**src/rtl/fg_prog_pkg.sv**
```systemverilog
// Shared types and constants for the floating-gate programming sequencer.
package fg_prog_pkg;

  localparam int ROW_BITS = 6;
  localparam int COL_BITS = 6;
  localparam int CNT_W    = 8;
  localparam int PW_W     = 16;

  typedef enum logic [2:0] {
    S_IDLE    = 3'd0,
    S_ISOLATE = 3'd1,
    S_SELECT  = 3'd2,
    S_PULSE   = 3'd3,
    S_GAP     = 3'd4,
    S_RELEASE = 3'd5,
    S_RESTORE = 3'd6,
    S_RESP    = 3'd7
  } state_e;

  typedef enum logic [1:0] {
    ST_OK        = 2'd0,
    ST_ERR_RANGE = 2'd1,
    ST_ABORTED   = 2'd2
  } status_e;

  localparam logic MODE_INJECT = 1'b0;
  localparam logic MODE_TUNNEL = 1'b1;

endpackage

```
**src/rtl/fg_prog_sequencer_if.sv**
```systemverilog
// Command/response handshake plus the programming-mux control outputs.
interface fg_prog_sequencer_if;
  import fg_prog_pkg::*;

  logic                cmd_valid;
  logic                cmd_ready;
  logic [ROW_BITS-1:0] cmd_row;
  logic [COL_BITS-1:0] cmd_col;
  logic                cmd_mode;
  logic [CNT_W-1:0]    cmd_npulse;
  logic [PW_W-1:0]     cmd_pwidth;
  logic                abort;
  logic                rsp_valid;
  logic                rsp_ready;
  logic [1:0]          rsp_status;
  logic [COL_BITS-1:0] dec_h_addr;
  logic [ROW_BITS-1:0] dec_v_addr;
  logic                dec_en;
  logic                drain_sel_en;
  logic                prog_sw_en;
  logic                vinj_pulse;
  logic                tun_pulse;
  logic                busy;

  modport master (
    output cmd_valid, cmd_row, cmd_col, cmd_mode, cmd_npulse, cmd_pwidth, abort, rsp_ready,
    input  cmd_ready, rsp_valid, rsp_status, dec_h_addr, dec_v_addr, dec_en, drain_sel_en,
           prog_sw_en, vinj_pulse, tun_pulse, busy
  );

  modport slave (
    input  cmd_valid, cmd_row, cmd_col, cmd_mode, cmd_npulse, cmd_pwidth, abort, rsp_ready,
    output cmd_ready, rsp_valid, rsp_status, dec_h_addr, dec_v_addr, dec_en, drain_sel_en,
           prog_sw_en, vinj_pulse, tun_pulse, busy
  );

endinterface

```
**src/rtl/fg_prog_timer.sv**
```systemverilog
// Loadable down-counter shared by the settle, pulse-width and gap phases.
// Loading value N gives N+1 cycles before expired_o is seen.
module fg_prog_timer #(
  parameter int W = 16
) (
  input  logic         clk,
  input  logic         rst_n,
  input  logic         load_i,
  input  logic [W-1:0] value_i,
  output logic         expired_o
);

  logic [W-1:0] count_q, count_d;

  // Load has priority; otherwise count down and park at zero.
  always_comb begin
    count_d = count_q;
    if (load_i) begin
      count_d = value_i;
    end else if (count_q != '0) begin
      count_d = count_q - 1'b1;
    end
  end

  // Counter register with synchronous reset.
  always_ff @(posedge clk) begin
    if (!rst_n) count_q <= '0;
    else        count_q <= count_d;
  end

  assign expired_o = (count_q == '0);

endmodule

```
**src/rtl/fg_prog_sequencer.sv**
```systemverilog
// Programming-mux sequencer: one command in, isolate/select/pulse/release/restore, one status out.
//
//  state   | meaning
//  IDLE    | waiting for a command, cmd_ready high
//  ISOLATE | FG_MEM switches to program position, settle
//  SELECT  | decoder address applied, dec_en and drain_sel_en high, settle
//  PULSE   | selected injection/tunnel pulse high for pulse width
//  GAP     | pulse low between consecutive pulses
//  RELEASE | decoders and drain select off, address held, settle
//  RESTORE | switches back, address cleared, settle
//  RESP    | status offered until rsp_ready
module fg_prog_sequencer #(
  parameter int NUM_ROWS   = 9,
  parameter int NUM_COLS   = 18,
  parameter int SETTLE_CYC = 16,
  parameter int GAP_CYC    = 8
) (
  input  logic clk,
  input  logic rst_n,
  fg_prog_sequencer_if.slave bus
);
  import fg_prog_pkg::*;

  localparam int S_M1 = SETTLE_CYC - 1;
  localparam int G_M1 = GAP_CYC - 1;
  localparam logic [PW_W-1:0]   S_LOAD  = S_M1[PW_W-1:0];
  localparam logic [PW_W-1:0]   G_LOAD  = G_M1[PW_W-1:0];
  localparam logic [ROW_BITS:0] ROW_LIM = NUM_ROWS[ROW_BITS:0];
  localparam logic [COL_BITS:0] COL_LIM = NUM_COLS[COL_BITS:0];

  state_e              state_q, state_d;
  status_e             status_q, status_d;
  logic [ROW_BITS-1:0] row_q, row_d;
  logic [COL_BITS-1:0] col_q, col_d;
  logic                mode_q, mode_d;
  logic [CNT_W-1:0]    npulse_q, npulse_d;
  logic [CNT_W-1:0]    left_q, left_d;
  logic [PW_W-1:0]     pw_load_q, pw_load_d;

  logic                cmd_ready_q, cmd_ready_d;
  logic                busy_q, busy_d;
  logic                rsp_valid_q, rsp_valid_d;
  logic                prog_sw_q, prog_sw_d;
  logic                sel_q, sel_d;
  logic                vinj_q, vinj_d;
  logic                tun_q, tun_d;
  logic [COL_BITS-1:0] h_addr_q, h_addr_d;
  logic [ROW_BITS-1:0] v_addr_q, v_addr_d;

  logic                tmr_load;
  logic [PW_W-1:0]     tmr_value;
  logic                tmr_expired;

  fg_prog_timer #(.W(PW_W)) u_timer (
    .clk       (clk),
    .rst_n     (rst_n),
    .load_i    (tmr_load),
    .value_i   (tmr_value),
    .expired_o (tmr_expired)
  );

  // Next state, phase timer loads and registered-output values derived from the next state.
  always_comb begin
    state_d   = state_q;
    status_d  = status_q;
    row_d     = row_q;
    col_d     = col_q;
    mode_d    = mode_q;
    npulse_d  = npulse_q;
    left_d    = left_q;
    pw_load_d = pw_load_q;
    h_addr_d  = h_addr_q;
    v_addr_d  = v_addr_q;
    tmr_load  = 1'b0;
    tmr_value = S_LOAD;

    unique case (state_q)
      S_IDLE: begin
        if (bus.cmd_valid && cmd_ready_q) begin
          row_d     = bus.cmd_row;
          col_d     = bus.cmd_col;
          mode_d    = bus.cmd_mode;
          npulse_d  = bus.cmd_npulse;
          pw_load_d = (bus.cmd_pwidth == '0) ? '0 : bus.cmd_pwidth - 1'b1;
          if (({1'b0, bus.cmd_row} >= ROW_LIM) || ({1'b0, bus.cmd_col} >= COL_LIM)) begin
            status_d = ST_ERR_RANGE;
            state_d  = S_RESP;
          end else begin
            status_d = ST_OK;
            state_d  = S_ISOLATE;
            tmr_load = 1'b1;
          end
        end
      end
      S_ISOLATE, S_SELECT, S_PULSE, S_GAP: begin
        if (bus.abort) begin
          // Early termination still walks the safe release/restore path.
          status_d = ST_ABORTED;
          state_d  = S_RELEASE;
          tmr_load = 1'b1;
        end else if (tmr_expired) begin
          tmr_load = 1'b1;
          if (state_q == S_ISOLATE) begin
            state_d  = S_SELECT;
            h_addr_d = col_q;
            v_addr_d = row_q;
          end else if (state_q == S_SELECT) begin
            if (npulse_q == '0) begin
              state_d = S_RELEASE;
            end else begin
              state_d   = S_PULSE;
              tmr_value = pw_load_q;
              left_d    = npulse_q - 1'b1;
            end
          end else if (state_q == S_PULSE) begin
            if (left_q == '0) begin
              state_d = S_RELEASE;
            end else begin
              state_d   = S_GAP;
              tmr_value = G_LOAD;
            end
          end else begin
            state_d   = S_PULSE;
            tmr_value = pw_load_q;
            left_d    = left_q - 1'b1;
          end
        end
      end
      S_RELEASE: begin
        if (tmr_expired) begin
          state_d  = S_RESTORE;
          tmr_load = 1'b1;
          h_addr_d = '0;
          v_addr_d = '0;
        end
      end
      S_RESTORE: begin
        if (tmr_expired) state_d = S_RESP;
      end
      S_RESP: begin
        if (bus.rsp_ready) state_d = S_IDLE;
      end
      default: state_d = S_IDLE;
    endcase

    cmd_ready_d = (state_d == S_IDLE);
    busy_d      = (state_d != S_IDLE);
    rsp_valid_d = (state_d == S_RESP);
    prog_sw_d   = state_d inside {S_ISOLATE, S_SELECT, S_PULSE, S_GAP, S_RELEASE};
    sel_d       = state_d inside {S_SELECT, S_PULSE, S_GAP};
    vinj_d      = (state_d == S_PULSE) && (mode_d == MODE_INJECT);
    tun_d       = (state_d == S_PULSE) && (mode_d == MODE_TUNNEL);
  end

  // State, latched command and registered outputs; reset forces every enable off.
  always_ff @(posedge clk) begin
    if (!rst_n) begin
      state_q     <= S_IDLE;
      status_q    <= ST_OK;
      row_q       <= '0;
      col_q       <= '0;
      mode_q      <= 1'b0;
      npulse_q    <= '0;
      left_q      <= '0;
      pw_load_q   <= '0;
      cmd_ready_q <= 1'b0;
      busy_q      <= 1'b0;
      rsp_valid_q <= 1'b0;
      prog_sw_q   <= 1'b0;
      sel_q       <= 1'b0;
      vinj_q      <= 1'b0;
      tun_q       <= 1'b0;
      h_addr_q    <= '0;
      v_addr_q    <= '0;
    end else begin
      state_q     <= state_d;
      status_q    <= status_d;
      row_q       <= row_d;
      col_q       <= col_d;
      mode_q      <= mode_d;
      npulse_q    <= npulse_d;
      left_q      <= left_d;
      pw_load_q   <= pw_load_d;
      cmd_ready_q <= cmd_ready_d;
      busy_q      <= busy_d;
      rsp_valid_q <= rsp_valid_d;
      prog_sw_q   <= prog_sw_d;
      sel_q       <= sel_d;
      vinj_q      <= vinj_d;
      tun_q       <= tun_d;
      h_addr_q    <= h_addr_d;
      v_addr_q    <= v_addr_d;
    end
  end

  assign bus.cmd_ready    = cmd_ready_q;
  assign bus.busy         = busy_q;
  assign bus.rsp_valid    = rsp_valid_q;
  assign bus.rsp_status   = status_q;
  assign bus.prog_sw_en   = prog_sw_q;
  assign bus.dec_en       = sel_q;
  assign bus.drain_sel_en = sel_q;
  assign bus.vinj_pulse   = vinj_q;
  assign bus.tun_pulse    = tun_q;
  assign bus.dec_h_addr   = h_addr_q;
  assign bus.dec_v_addr   = v_addr_q;

endmodule

```
**src/flat_wrapper.sv**
```systemverilog
// flat-port wrapper written by rule: the top's interface ports become plain ports
module fg_prog_sequencer_flat import fg_prog_pkg::*;
#(
  parameter int NUM_ROWS   = 9,
  parameter int NUM_COLS   = 18,
  parameter int SETTLE_CYC = 16,
  parameter int GAP_CYC    = 8
)
  (clk, rst_n, bus_cmd_valid, bus_cmd_row, bus_cmd_col, bus_cmd_mode, bus_cmd_npulse, bus_cmd_pwidth, bus_abort, bus_rsp_ready, bus_cmd_ready, bus_rsp_valid, bus_rsp_status, bus_dec_h_addr, bus_dec_v_addr, bus_dec_en, bus_drain_sel_en, bus_prog_sw_en, bus_vinj_pulse, bus_tun_pulse, bus_busy);
  fg_prog_sequencer_if bus_i ();
  input  logic clk;
  input  logic rst_n;
  input wire logic [$bits(bus_i.cmd_valid)-1:0] bus_cmd_valid;
  input wire logic [$bits(bus_i.cmd_row)-1:0] bus_cmd_row;
  input wire logic [$bits(bus_i.cmd_col)-1:0] bus_cmd_col;
  input wire logic [$bits(bus_i.cmd_mode)-1:0] bus_cmd_mode;
  input wire logic [$bits(bus_i.cmd_npulse)-1:0] bus_cmd_npulse;
  input wire logic [$bits(bus_i.cmd_pwidth)-1:0] bus_cmd_pwidth;
  input wire logic [$bits(bus_i.abort)-1:0] bus_abort;
  input wire logic [$bits(bus_i.rsp_ready)-1:0] bus_rsp_ready;
  output wire logic [$bits(bus_i.cmd_ready)-1:0] bus_cmd_ready;
  output wire logic [$bits(bus_i.rsp_valid)-1:0] bus_rsp_valid;
  output wire logic [$bits(bus_i.rsp_status)-1:0] bus_rsp_status;
  output wire logic [$bits(bus_i.dec_h_addr)-1:0] bus_dec_h_addr;
  output wire logic [$bits(bus_i.dec_v_addr)-1:0] bus_dec_v_addr;
  output wire logic [$bits(bus_i.dec_en)-1:0] bus_dec_en;
  output wire logic [$bits(bus_i.drain_sel_en)-1:0] bus_drain_sel_en;
  output wire logic [$bits(bus_i.prog_sw_en)-1:0] bus_prog_sw_en;
  output wire logic [$bits(bus_i.vinj_pulse)-1:0] bus_vinj_pulse;
  output wire logic [$bits(bus_i.tun_pulse)-1:0] bus_tun_pulse;
  output wire logic [$bits(bus_i.busy)-1:0] bus_busy;
  assign bus_i.cmd_valid = bus_cmd_valid;
  assign bus_i.cmd_row = bus_cmd_row;
  assign bus_i.cmd_col = bus_cmd_col;
  assign bus_i.cmd_mode = bus_cmd_mode;
  assign bus_i.cmd_npulse = bus_cmd_npulse;
  assign bus_i.cmd_pwidth = bus_cmd_pwidth;
  assign bus_i.abort = bus_abort;
  assign bus_i.rsp_ready = bus_rsp_ready;
  assign bus_cmd_ready = bus_i.cmd_ready;
  assign bus_rsp_valid = bus_i.rsp_valid;
  assign bus_rsp_status = bus_i.rsp_status;
  assign bus_dec_h_addr = bus_i.dec_h_addr;
  assign bus_dec_v_addr = bus_i.dec_v_addr;
  assign bus_dec_en = bus_i.dec_en;
  assign bus_drain_sel_en = bus_i.drain_sel_en;
  assign bus_prog_sw_en = bus_i.prog_sw_en;
  assign bus_vinj_pulse = bus_i.vinj_pulse;
  assign bus_tun_pulse = bus_i.tun_pulse;
  assign bus_busy = bus_i.busy;
  fg_prog_sequencer #(.NUM_ROWS(NUM_ROWS), .NUM_COLS(NUM_COLS), .SETTLE_CYC(SETTLE_CYC), .GAP_CYC(GAP_CYC)) u_core (.clk(clk), .rst_n(rst_n), .bus(bus_i));
endmodule
```
**config.mk**
```make
export PLATFORM = sky130hd
export DESIGN_NAME = fg_prog_sequencer_flat
export DESIGN_NICKNAME = d
export VERILOG_FILES = /design/src/rtl/fg_prog_pkg.sv /design/src/rtl/fg_prog_sequencer_if.sv /design/src/rtl/fg_prog_timer.sv /design/src/rtl/fg_prog_sequencer.sv /design/src/flat_wrapper.sv
export SDC_FILE = /design/constraint.sdc
export NUM_CORES = 1
export LEC_CHECK = 0
export CAP_MARGIN = 20
export CORE_AREA = 5 5 95 97
export DETAILED_ROUTE_END_ITERATION = 8
export DIE_AREA = 0 0 100 102
export HOLD_SLACK_MARGIN = 0.02
export PLACE_DENSITY = 0.79
export SKIP_CTS_REPAIR_TIMING = 1
export SYNTH_ARGS = -nofsm -noshare
export SYNTH_HDL_FRONTEND = slang
export SYNTH_HIERARCHICAL = 1
export SYNTH_SLANG_ARGS = --single-unit
```
**constraint.sdc**
```tcl
create_clock -name clk -period 5 [get_ports clk]
set_input_delay 1 -clock clk [delete_from_list [all_inputs] [get_ports clk]]
set_output_delay 1 -clock clk [all_outputs]
set_load 0.05 [all_outputs]
```
* Word-level counts from Yosys, hierarchy flattened
Index checks and enable logic that the tools add are counted.
** Cells by class
- Bitwise logic cells :: 3
- $lt $le $gt $ge :: 2
- Muxes and demuxes :: 47
- Add/sub/neg operators :: 4
- Reduce and logical (&&, ||, !) cells :: 22
- Equality and inequality tests :: 21
** Operators with widths (number)
- 16-bit two-way mux :: 10
- 6-bit two-way mux :: 7
- 3-bit two-way mux :: 11
- 16-bit logical NOT :: 2
- 16-bit by 1-bit subtractor with 16-bit output, second input constant :: 2
- 8-bit two-way mux :: 3
- 6-bit case mux with 2 select lines :: 2
- 3-bit equality test, second input constant :: 7
- 8-bit logical NOT :: 2
- 16-bit nonzero test :: 1
- 8-bit by 1-bit subtractor with 8-bit output, second input constant :: 2
- 3-bit case mux with 5 select lines :: 1
- 3-bit by 2-bit equality test with 1-bit output, second input constant :: 4
- 2-bit by 1-bit inequality test with 1-bit output, second input constant :: 5
- 1-bit two-way mux :: 8
- 3-bit by 1-bit equality test with 1-bit output, second input constant :: 2
- 6-bit by 4-bit greater-or-equal comparator with 1-bit output, second input constant :: 1
- 6-bit by 5-bit greater-or-equal comparator with 1-bit output, second input constant :: 1
- 3-bit logical NOT :: 2
- 2-bit inequality test, second input constant :: 3
- 6-bit AND reduction :: 1
- 2-bit nonzero test :: 3
- 3-bit nonzero test :: 2
- 5-bit AND reduction :: 1
- 11 further kinds :: 16
** Word-level totals
- Logic and storage cells :: 117
- Bits in registers :: 85
- Input bits :: 42

* Longest topological paths before layout
Gate-level depths: netlist of run 1.
- Word-level depth :: 10
- Depth in mapped cells :: 14

* Cells and area by module
The synthesis of run 1 kept the hierarchy.
** Modules (own cells, without submodules)
- fg_prog_sequencer :: times used 1, area each 3394.5 um^2, cells an instance 437
- fg_prog_timer :: times used 1, area each 913.4 um^2, cells an instance 112

* Least setup slack after synthesis of run 1
OpenSTA, ideal clock, no wires.
- Kind :: reg-to-reg
- Start point :: register u_core.u_timer.count_q[0]
- End point :: register u_core.u_timer.count_q[15]
- Required time :: 4.860 ns
- Stages on the path, launching flop included :: 14
- Setup slack :: 2.233 ns
- Data arrival time :: 2.627 ns
- Library setup time :: 0.140 ns
- Path through :: dfxtp_1 > inv_1 > ha_1 > nor2b_1 > nand3_1 > nor4_1 > clkbuf_1 > nor2_1 > o22a_1 > a21oi_1 > buf_4 > mux2_2 > o311ai_0 > o211ai_1
** Between the ends
- Cells in the longest elaborated chain, start to end :: 5
** RTL lines
- start: declaration :: RTL line fg_prog_timer.sv:13 : logic [W-1:0] count_q, count_d;
- start signal: assignment :: RTL line fg_prog_timer.sv:28 : else count_q <= count_d;
- 16-bit logical NOT (*) :: RTL line fg_prog_timer.sv:31 : assign expired_o = (count_q == '0);
- named net u_core.tmr_expired :: RTL line fg_prog_sequencer.sv:52 : logic tmr_expired;
- 1-bit two-way mux (*) :: RTL line fg_prog_sequencer.sv:101, fg_prog_sequencer.sv:130
- 1-bit two-way mux :: RTL line fg_prog_sequencer.sv:96 : if (bus.abort) begin
- 1-bit case mux with 3 select lines (*) :: RTL line fg_prog_sequencer.sv:77 : unique case (state_q)
- named net u_core.tmr_load :: RTL line fg_prog_sequencer.sv:50 : logic tmr_load;
- 16-bit two-way mux / 2-bit nonzero test (equally long branches)
The timed path passes the listed nets; every way through them passes the cells marked *. The select of a mux whose other input is x is not followed.
A chain may end at the register's enable or synchronous reset.

* Final worst setup path of run 1
- Start point :: register u_core.u_timer.count_q[0]
- End point :: register u_core.u_timer.count_q[13]
Same word-level chain as after synthesis.

==> metrics, run 1 <==
post-route ant nets=0; Setup CP Type=flip-flop to flip-flop; crit path launch=u_core/u_timer/count_q[0]; leakage power=1.80 nW; fin nets=640; YS warnings=6; global-route wire length before repair=17500 µm; Pre-Repair DR Iteration Count=5; finished layout cell area=5170 µm²; Final Core Density=64.2%; Critical Path End Type=flip-flop; fin crit period=3390 ps; CP Data Required Time=5280 ps; Switching Fraction=41.3%; EDFF count, synth=0; Tot GR Track Use=21.1%; share of cells above drive strength 1=5.83%; GR Overflow Total=0; Fin Clk Skew=10.5 ps; commonest non-fill, non-tap cells in the layout=98 x nand2_1, 85 x dfxtp_1, 63 x clkdlybuf4s50_1; setup violators final=0; cells along the critical path=inv_1 > ha_1 > nor2b_1 > nand3_1 > nor4_1 > buf_4 > nor2_1 > o22a_1 > a21oi_1 > and2_1 > nand2_1 > o31a_1 > a22oi_1; number of port buffers=63; clk slew on worst S/H paths=90 ps; synth unique cells=66; Die Area=10200 µm²; sequential cell area fraction in the yosys report=39.5%; Worst path slowest cell=a21oi_1; worst setup slack after layout=1610 ps; NetSw=1.07 mW; WP data arrival=3670 ps; htree depth=3; hold slack=455 ps; CTS Buffer Depth=2; Post-Syn Area=4310 µm²; # clock sinks=85; Hold Startpoint=u_core/pw_load_q[0]; slew margin rel.=30.1%; CTS Root Cell=clkbuf_8; hold crit path type=flip-flop to flip-flop; num rows=33; Max-Cap Viols=0; Via density=5.68; TritonCTS buffer count=9; Vias=4005; Final period util=67.7%; DRC errors left=0; initial antenna violation count=0; Post-Synth Adder-Cell Area=0.871%; Die X-Extent=100 µm; Post-Syn Nets=594; initial DRC count=238; Ant. Diodes=0; IO Count=64; largest net degree at the start of global routing=31; Placed Cells=688; DR WL/cell=15.2 µm; Compound-Gate Fraction of Synth Area=17.5%; status=complete, no violations; Synth Area per Inst=7.85 µm²; sequential power share=36.9%; slowest stage delay, CP=520 ps; Synth Area in Simple Gates=31.2%; Post-synth ARST share=0%; Slew @ Worst Pin=1050 ps; Synth Register Bits=85; startpoint types=flip-flop; fmax=295 MHz; placed cell area=4950 µm²; synthesized instance count=549; Max rail drop VDD=0.224 mV; final hold vios=0; main combinational cell family by area after synthesis=simple AND/OR/NAND/NOR gates; Layout Cells excl Fill=705; unrepaired setup endpoints after global routing=false; Die Y=102 µm; xor/xnor share of the synthesized area=5.29%; most common cell after layout, fill and taps aside=nand2_1; Setup TNS Final=0 ps; post-synthesis mux area share=0.958%; post-DP HPWL=7600 µm; Slew Viols, Final=0; Area Overhead vs Synth=19.9%; combinational power share=44.1%; CTS tree=yes; Worst R2R Start=u_core/u_timer/count_q[0]; Int Power=1.53 mW; via count of the first global-routing pass=3737; Clock Power Share=19.0%; power per cell area=504 nW/µm²; Top FF cell, synth=dfxtp_1; later-pin clock latency in the skew report=360 ps; drt total wl=10700 µm; starting density of the core=53.5%; Place WS=1440 ps; worst-path fanout max=12; RePlAce Congestion=0.837; Final Total Pwr=2.60 mW; CORE AREA=8050 µm²
-- cell families (layout without fill, tap and decap cells) --
family,after synthesis,in the layout
AO/OA/AOI/OAI,120,120
XOR/XNOR,26,26
adder cells (fa/ha/maj),3,3
buffers and inverters,45,96
flip-flops,85,85
multiplexers,4,4
AND/OR/NAND/NOR,266,266
-- area by class of cell --
| class | count | area [µm²] |
|---|---|---|
| Clock buffer | 11 | 141 |
| Clock inverter | 5 | 60.1 |
| Fill cell | 713 | 2890 |
| Inverter | 11 | 41.3 |
| Multi-Input combinational cell | 419 | 2410 |
| Sequential cell | 85 | 1700 |
| Tap cell | 105 | 131 |
| Timing Repair Buffer | 69 | 683 |
-- final timing paths --
check,to,slack [ps],cells after the start
min,u_core/pw_load_q[0],450,2
max reg2reg,u_core/u_timer/count_q[13],1610,13
min reg2reg,u_core/pw_load_q[0],450,2
max,u_core/u_timer/count_q[13],1610,13
-- cell usage after synthesis (all sizes together), types with 4 or more instances --
cell | n | share of area, %
a211oi | 4 | 0.70
a21oi | 44 | 5.2
a22oi | 14 | 2.4
a31oi | 5 | 0.73
and2 | 15 | 2.2
and3 | 8 | 1.3
buf | 13 | 1.8
clkbuf | 21 | 1.8
dfxtp | 85 | 40
inv | 11 | 0.96
nand2 | 98 | 8.5
nand2b | 9 | 1.5
nand3 | 29 | 3.4
nand4 | 6 | 1.0
nor2 | 48 | 4.4
nor2b | 7 | 1.0
nor3 | 16 | 2.0
nor4 | 10 | 1.9
o2111ai | 4 | 0.81
o211ai | 4 | 0.70
o21ai | 23 | 2.7
o31ai | 4 | 0.70
or4 | 6 | 1.2
xnor2 | 11 | 2.2
xor2 | 15 | 3.0
-- registers in the layout, summed over array words and instances (netlist names) --
register,count
u_core/col_q,6
u_core/bus.rsp_valid,1
u_core/bus.dec_en,1
u_core/u_timer/count_q,16
u_core/bus.tun_pulse,1
u_core/state_q,3
u_core/bus.dec_h_addr,6
u_core/bus.cmd_ready,1
u_core/bus.prog_sw_en,1
u_core/pw_load_q,16
u_core/left_q,8
u_core/row_q,6
u_core/npulse_q,8
u_core/bus.vinj_pulse,1
u_core/bus.busy,1
u_core/bus.dec_v_addr,6
u_core/bus.rsp_status,2
u_core/mode_q,1
-- worst max-delay path, delay by kind of cell (launching register included) --
kind                     cells  cell delay [ps]
adder cells (fa/ha/maj)      1              240
flip-flops                   1              360
AND/OR/NAND/NOR              6             1400
buffers and inverters        2              340
AO/OA/AOI/OAI                4              990
-- power groups by stage --
stage | combinational, mW | clock [mW] | sequential, mW
2_1_floorplan | 0.857 | 0 | 0.981
3_3_place_gp | 1.09 | 0 | 0.962
3_5_place_dp | 1.12 | 0 | 0.971
4_1_cts | 1.13 | 0.501 | 0.957
5_1_grt | 1.27 | 0.533 | 0.979
6_report | 1.15 | 0.495 | 0.961
-- per-layer routing --
metal,vias up,track usage [%],share of wire (%)
met2,128,32.6,46
met3,19,4.57,6.3
li1,2017,-,-
met1,1841,28.8,46
met4,0,8.39,1.9
met5,-,0,0
No activity file was read; power rests on OpenSTA's default activity.
==> run 2, diff against run 1 <==
--- a/config.mk
+++ b/config.mk
@@ -6,11 +6,11 @@
 export NUM_CORES = 1
 export LEC_CHECK = 0
 export CAP_MARGIN = 20
-export CORE_AREA = 5 5 95 97
+export CORE_AREA = 5 5 100 102
 export DETAILED_ROUTE_END_ITERATION = 8
-export DIE_AREA = 0 0 100 102
+export DIE_AREA = 0 0 105 107
 export HOLD_SLACK_MARGIN = 0.02
-export PLACE_DENSITY = 0.79
+export PLACE_DENSITY = 0.75
 export SKIP_CTS_REPAIR_TIMING = 1
 export SYNTH_ARGS = -nofsm -noshare
 export SYNTH_HDL_FRONTEND = slang
==> constraint.sdc (replaced) <==
create_clock -name clk -period 3 [get_ports clk]
set_input_delay 0.6 -clock clk [delete_from_list [all_inputs] [get_ports clk]]
set_output_delay 0.6 -clock clk [all_outputs]
set_load 0.05 [all_outputs]
==> metrics, run 2 (synthesis gave the netlist of run 1 again) <==
status=complete, no violations; Final period util=94.6%; GR Util met1=26.2%; Fin Clk Skew=9.76 ps; setup violators final=0; CP Buf/Inv Count=2; # clock sinks=85; Final Core Density=59.0%; Pre-Repair DR Iteration Count=5; Die Y=107 µm; post-DP HPWL=8030 µm; slew margin rel.=44.1%; number of port buffers=63; clk slew on worst S/H paths=90 ps; Slew @ Worst Pin=838 ps; Die Area=11200 µm²; RePlAce Congestion=0.856; Ant. Diodes=0; GR peak layer=met2; Max rail drop VDD=0.344 mV; FF+latch area=1700 µm²; slowest stage delay, CP=370 ps; fillers=824; final hold vios=0; met3 Use GR=4.52%; Critical Path End Type=flip-flop; Vias=4087; DRC errors left=0; CTS Buffer Depth=2; largest net degree at the start of global routing=35; CORE AREA=9020 µm²; DR WL/cell=15.3 µm; global-route wire length before repair=18500 µm; Int Power=2.75 mW; via count of the first global-routing pass=3900; Via density=5.62; Worst path slowest cell=dfxtp_1; hold crit path type=flip-flop to flip-flop; CTS tree=yes; later-pin clock latency in the skew report=350 ps; Max-Cap Viols=0; Setup CP Type=flip-flop to flip-flop; TritonCTS buffer count=9; sequential power share=34.6%; starting density of the core=47.8%; fin crit period=2840 ps; biggest regs=u_core/pw_load_q x16, u_core/u_timer/count_q x16; htree depth=3; post-route ant nets=0; leakage power=1.90 nW; Setup TNS Final=0 ps; fin nets=656; initial antenna violation count=0; Tot GR Track Use=19.7%; num rows=35; power per cell area=867 nW/µm²; fmax=353 MHz; share of cells above drive strength 1=8.77%; cells along the critical path=inv_1 > ha_2 > nor2b_1 > nand3_1 > nor4_2 > buf_4 > nand2b_1 > and3_1 > o32a_1 > or3_1 > and2_1 > a32o_1; combinational power share=45.6%; Multi-input gate area=2420 µm²; most common cell after layout, fill and taps aside=nand2_1; GR Overflow Total=0; CP Data Required Time=3240 ps; worst-path fanout max=6; Area Overhead vs Synth=23.5%; Switching Fraction=40.3%; met2 Use GR=32.2%; WP data arrival=3080 ps; Die X-Extent=105 µm; IO Count=64; drt total wl=11100 µm; Slew Viols, Final=0; CTS Root Cell=clkbuf_8; startpoint types=flip-flop; commonest non-fill, non-tap cells in the layout=98 x nand2_1, 85 x dfxtp_1, 63 x clkdlybuf4s50_1; critical path's top delay family=simple AND/OR/NAND/NOR gates; Clock Power Share=19.8%; NetSw=1.86 mW; initial DRC count=272
-- run 2: changes by cell type in the layout (fill, tap and decap cells not counted), sizes merged --
cell      previous run  this run
clkinvlp             1         0
buf                  6        22
clkinv               3         2
inv                 11        12
bufinv               1         2
-- run 2: worst register-to-register path: cells and delay by family, from the launching register on --
kind | cells | cell delay, ps
DFF | 1 | 370
AOI/OAI and AO/OA | 2 | 410
buffers and inverters | 2 | 300
and+or+nand+nor | 7 | 1390
adders and majority gates | 1 | 250
-- run 2: layout make-up --
class,count,area share (%)
timing repair buffer,85,15.0
inverter,11,0.776
clock inverter,5,1.55
clock buffer,11,2.66
sequential,85,32.0
multi-input combinational,419,45.5
tap,111,2.61
-- run 2: per-stage QoR --
step / setup WS [ps] / cell area (µm²) / total power [mW] / cells / hold WS (ps)
2_1_floorplan: 233 / 4310 / 3.06 / 549 / 427
3_3_place_gp: 157 / 5060 / 3.54 / 708 / 440
3_5_place_dp: 145 / 5060 / 3.61 / 708 / 444
4_1_cts: 89.9 / 5290 / 4.53 / 724 / 455
5_1_grt: -5.26 / 5320 / 4.92 / 727 / 473
6_report: 163 / 5320 / 4.61 / 727 / 454
-- run 2: final timing paths --
| check | endpoint | from | slack (ps) | cells past startpoint |
|---|---|---|---|---|
| worst max-delay path | u_core/bus.dec_en | u_core/u_timer/count_q[0] | 160 | 12 |
| worst min-delay path | u_core/bus.dec_v_addr[5] | u_core/bus.dec_v_addr[5] | 450 | 2 |
| worst max register to register | u_core/bus.dec_en | u_core/u_timer/count_q[0] | 160 | 12 |
| worst min register to register | u_core/bus.dec_v_addr[5] | u_core/bus.dec_v_addr[5] | 450 | 2 |
-- run 2: routing by layer --
| metal | share of wire [%] | routed length (µm) | vias up |
|---|---|---|---|
| met4 | 0.84 | 93 | 0 |
| li1 | - | - | 2052 |
| met3 | 4.9 | 543 | 9 |
| met5 | 0 | 0 | - |
| met1 | 46 | 5090 | 1920 |
| met2 | 48 | 5370 | 106 |
-- run 2: power by group through the flow --
stage	Combinational, mW	Sequential (mW)	Clock, mW
after floorplan	1.43	1.63	0
after global placement	1.94	1.60	0
after detailed placement	1.99	1.62	0
after CTS	2.01	1.59	0.929
after global routing	2.30	1.63	0.984
final	2.10	1.60	0.914
==> RTL edit (flow settings as in run 2) <==
Change the package constant `CNT_W` from 8 to 12.
--- a/src/rtl/fg_prog_pkg.sv
+++ b/src/rtl/fg_prog_pkg.sv
@@ -5,3 +5,3 @@
   localparam int COL_BITS = 6;
-  localparam int CNT_W    = 8;
+  localparam int CNT_W    = 12;
   localparam int PW_W     = 16;
Ports: changed (resized bus_cmd_npulse); port bits go from 64 to 68. The function was not compared with the original's and may differ.
==> RTL edit against run 2 <==
  * Worst setup slack worse by 0.056 ns
  * Design area up 13%
  * Sequential cell count up 8
  * Wire length up 17%
  * Clock power down 6.9%
  * Total power up 17%
  * Area after synthesis up 17%
  * Count of clock-buffer cells in the layout down 1
  * Die area unchanged
  * Largest cell class unchanged
  * Highest routed layer unchanged
==> RTL edit: results (changes against run 2) <==
TritonCTS Buffers -> 9 (unchanged)
Syn Nets -> 678 (was 594)
Final net count -> 735 (was 656)
Flop2flop setup slack -> 0.11 ns (was 0.16 ns)
First-pass GRT wire length -> 21,740 microns (was 18,480 microns)
DP HPWL -> 9334 microns (was 8032 microns)
Pre-antenna DRT Iters -> 7 (was 5)
Synth cell count leaders -> 109 x nand2_1, 93 x dfxtp_1, 56 x a21oi_1, 47 x nor2_1, 31 x nand3_1 (was 98 x nand2_1, 85 x dfxtp_1, 47 x nor2_1, 43 x a21oi_1, 29 x nand3_1)
Root Driver -> clkbuf_8 (unchanged)
Final Non-Filler Cells -> 802 (was 727)
Worst hold margin -> 0.4599 ns (was 0.4544 ns)
Asr flop ratio synth -> 0% (unchanged)
YS warnings -> 6 (unchanged)
Outcome -> finished clean (unchanged)
Pre-CTS setup slack -> -0.1309 ns (was 0.1446 ns)
Main synth FF type -> dfxtp_1 (unchanged)
Count of cell types in the netlist -> 78 (was 66)
Top flop regs -> u_core/pw_load_q x16, u_core/u_timer/count_q x16 (unchanged)
Largest net degree at the start of global routing -> 67 (was 35)
PortBufs -> 67 (was 63)
Clock Tree Buf Depth -> 2 (unchanged)
Lkg Pwr -> 2.135 nW (was 1.898 nW)
Layout Skew -> 0.01276 ns (was 0.009760 ns)
Synth top area cells -> dfxtp_1 37%, nand2_1 8.1%, a21oi_1 5.6%, nor2_1 3.5%, nand3_1 3.1% (was dfxtp_1 40%, nand2_1 8.5%, a21oi_1 5.0%, nor2_1 4.1%, nand3_1 3.4%)
CP max-delay cell -> or4_1 (was dfxtp_1)
Setup crit start -> u_core/u_timer/count_q[0] (unchanged)
Clock share of power -> 15.8% (was 19.8%)
Number of global-route vias before repair -> 4,613 (was 3,900)
CP arrival -> 3.18 ns (was 3.08 ns)
Period Utilization, post-route -> 96.41% (was 94.55%)
Drt initial violations -> 302 (was 272)
Met2 GRT Util -> 37.68% (was 32.19%)
ANT cells -> 0 (unchanged)
Sequential cell area fraction in the yosys report -> 36.93% (was 39.50%)
Gpl congestion -> 0.8691 (was 0.8561)
Seq. pwr -> 0.00175 W (was 0.00160 W)
Worst Tran Pin Value -> 0.7228 ns (was 0.8383 ns)
Drt total wl -> 12,940 microns (was 11,100 microns)
Ratio of cells with drive above 1 in the final layout -> 10.13% (was 8.766%)
Mapped Cells -> 629 (was 549)
Cells after DPL -> 785 (was 708)
Cell-internal power -> 0.002977 W (was 0.002753 W)
Worst hold start -> u_core/pw_load_q[13] (was u_core/bus.dec_v_addr[5])
Latest clock arrival within the worst-skew pair -> 0.38 ns (was 0.35 ns)
Peak VDD IR -> 607.2 uV (was 343.5 uV)
Dpl cell area -> 5747 sq um (was 5062 sq um)
Met1 usage -> 30.36% (was 26.20%)
CP max stage delay -> 0.47 ns (was 0.37 ns)
GR met3 Demand/Resource -> 4.515% (unchanged)
Tot GR Track Use -> 22.88% (was 19.70%)
CP Max Fanout -> 5 (was 6)
Clock group total power -> 0.000851 W (was 0.000914 W)
Routed vias/inst -> 6.061 (was 5.622)
==> RTL edit: changes by cell type after synthesis, moves of 7 or more <==
cell             run 2  this run
a21oi_1             43        56
nand2b_1             8         1
nand2_1             98       109
nor3_1              15        24
or3_1                2        11
o21ai_0             17        24
dfxtp_1             85        93
==> RTL edit: cells by family (layout without fill, tap and decap cells) <==
kind of cell | after synthesis | in the layout | synth area share [%]
muxes | 6 | 6 | 1.216
xor gates and xnor gates | 25 | 25 | 4.344
AOI/OAI and AO/OA | 149 | 149 | 18.99
and+or+nand+nor | 300 | 300 | 31.65
DFF | 93 | 93 | 36.93
buffers and inverters | 53 | 115 | 6.130
adders and majority gates | 3 | 3 | 0.7447
==> RTL edit: final cells by class <==
class / count / area [sq um]
multi-input cells: 483 / 2909
repair buffers: 87 / 849.6
fillers: 772 / 3019
well taps: 111 / 138.9
clock buffers: 10 / 137.6
flip-flops and latches: 93 / 1862
inverters: 12 / 45.04
clock inverters: 6 / 60.06
==> RTL edit: final timing paths <==
check / to / depth (start not counted)
min: u_core/pw_load_q[13] / 2
max: u_core/left_q[9] / 11
max reg2reg: u_core/left_q[9] / 11
min reg2reg: u_core/pw_load_q[13] / 2
==> RTL edit: worst max-delay path, delay by kind of cell, from the launching register on <==
kind | cells | cell delay (ns)
compound gates | 1 | 0.19
buf+inv | 2 | 0.27
fa+ha+maj | 1 | 0.23
simple gates | 7 | 1.75
flops | 1 | 0.37
==> RTL edit: layer usage <==
layer  share of wire (%)  vias up  routed length (microns)
met5                   0        -                        0
met1                  44     2314                     5731
met2                  49      163                     6314
met4                 1.2        0                      154
li1                    -     2372                        -
met3                 5.7       12                      740
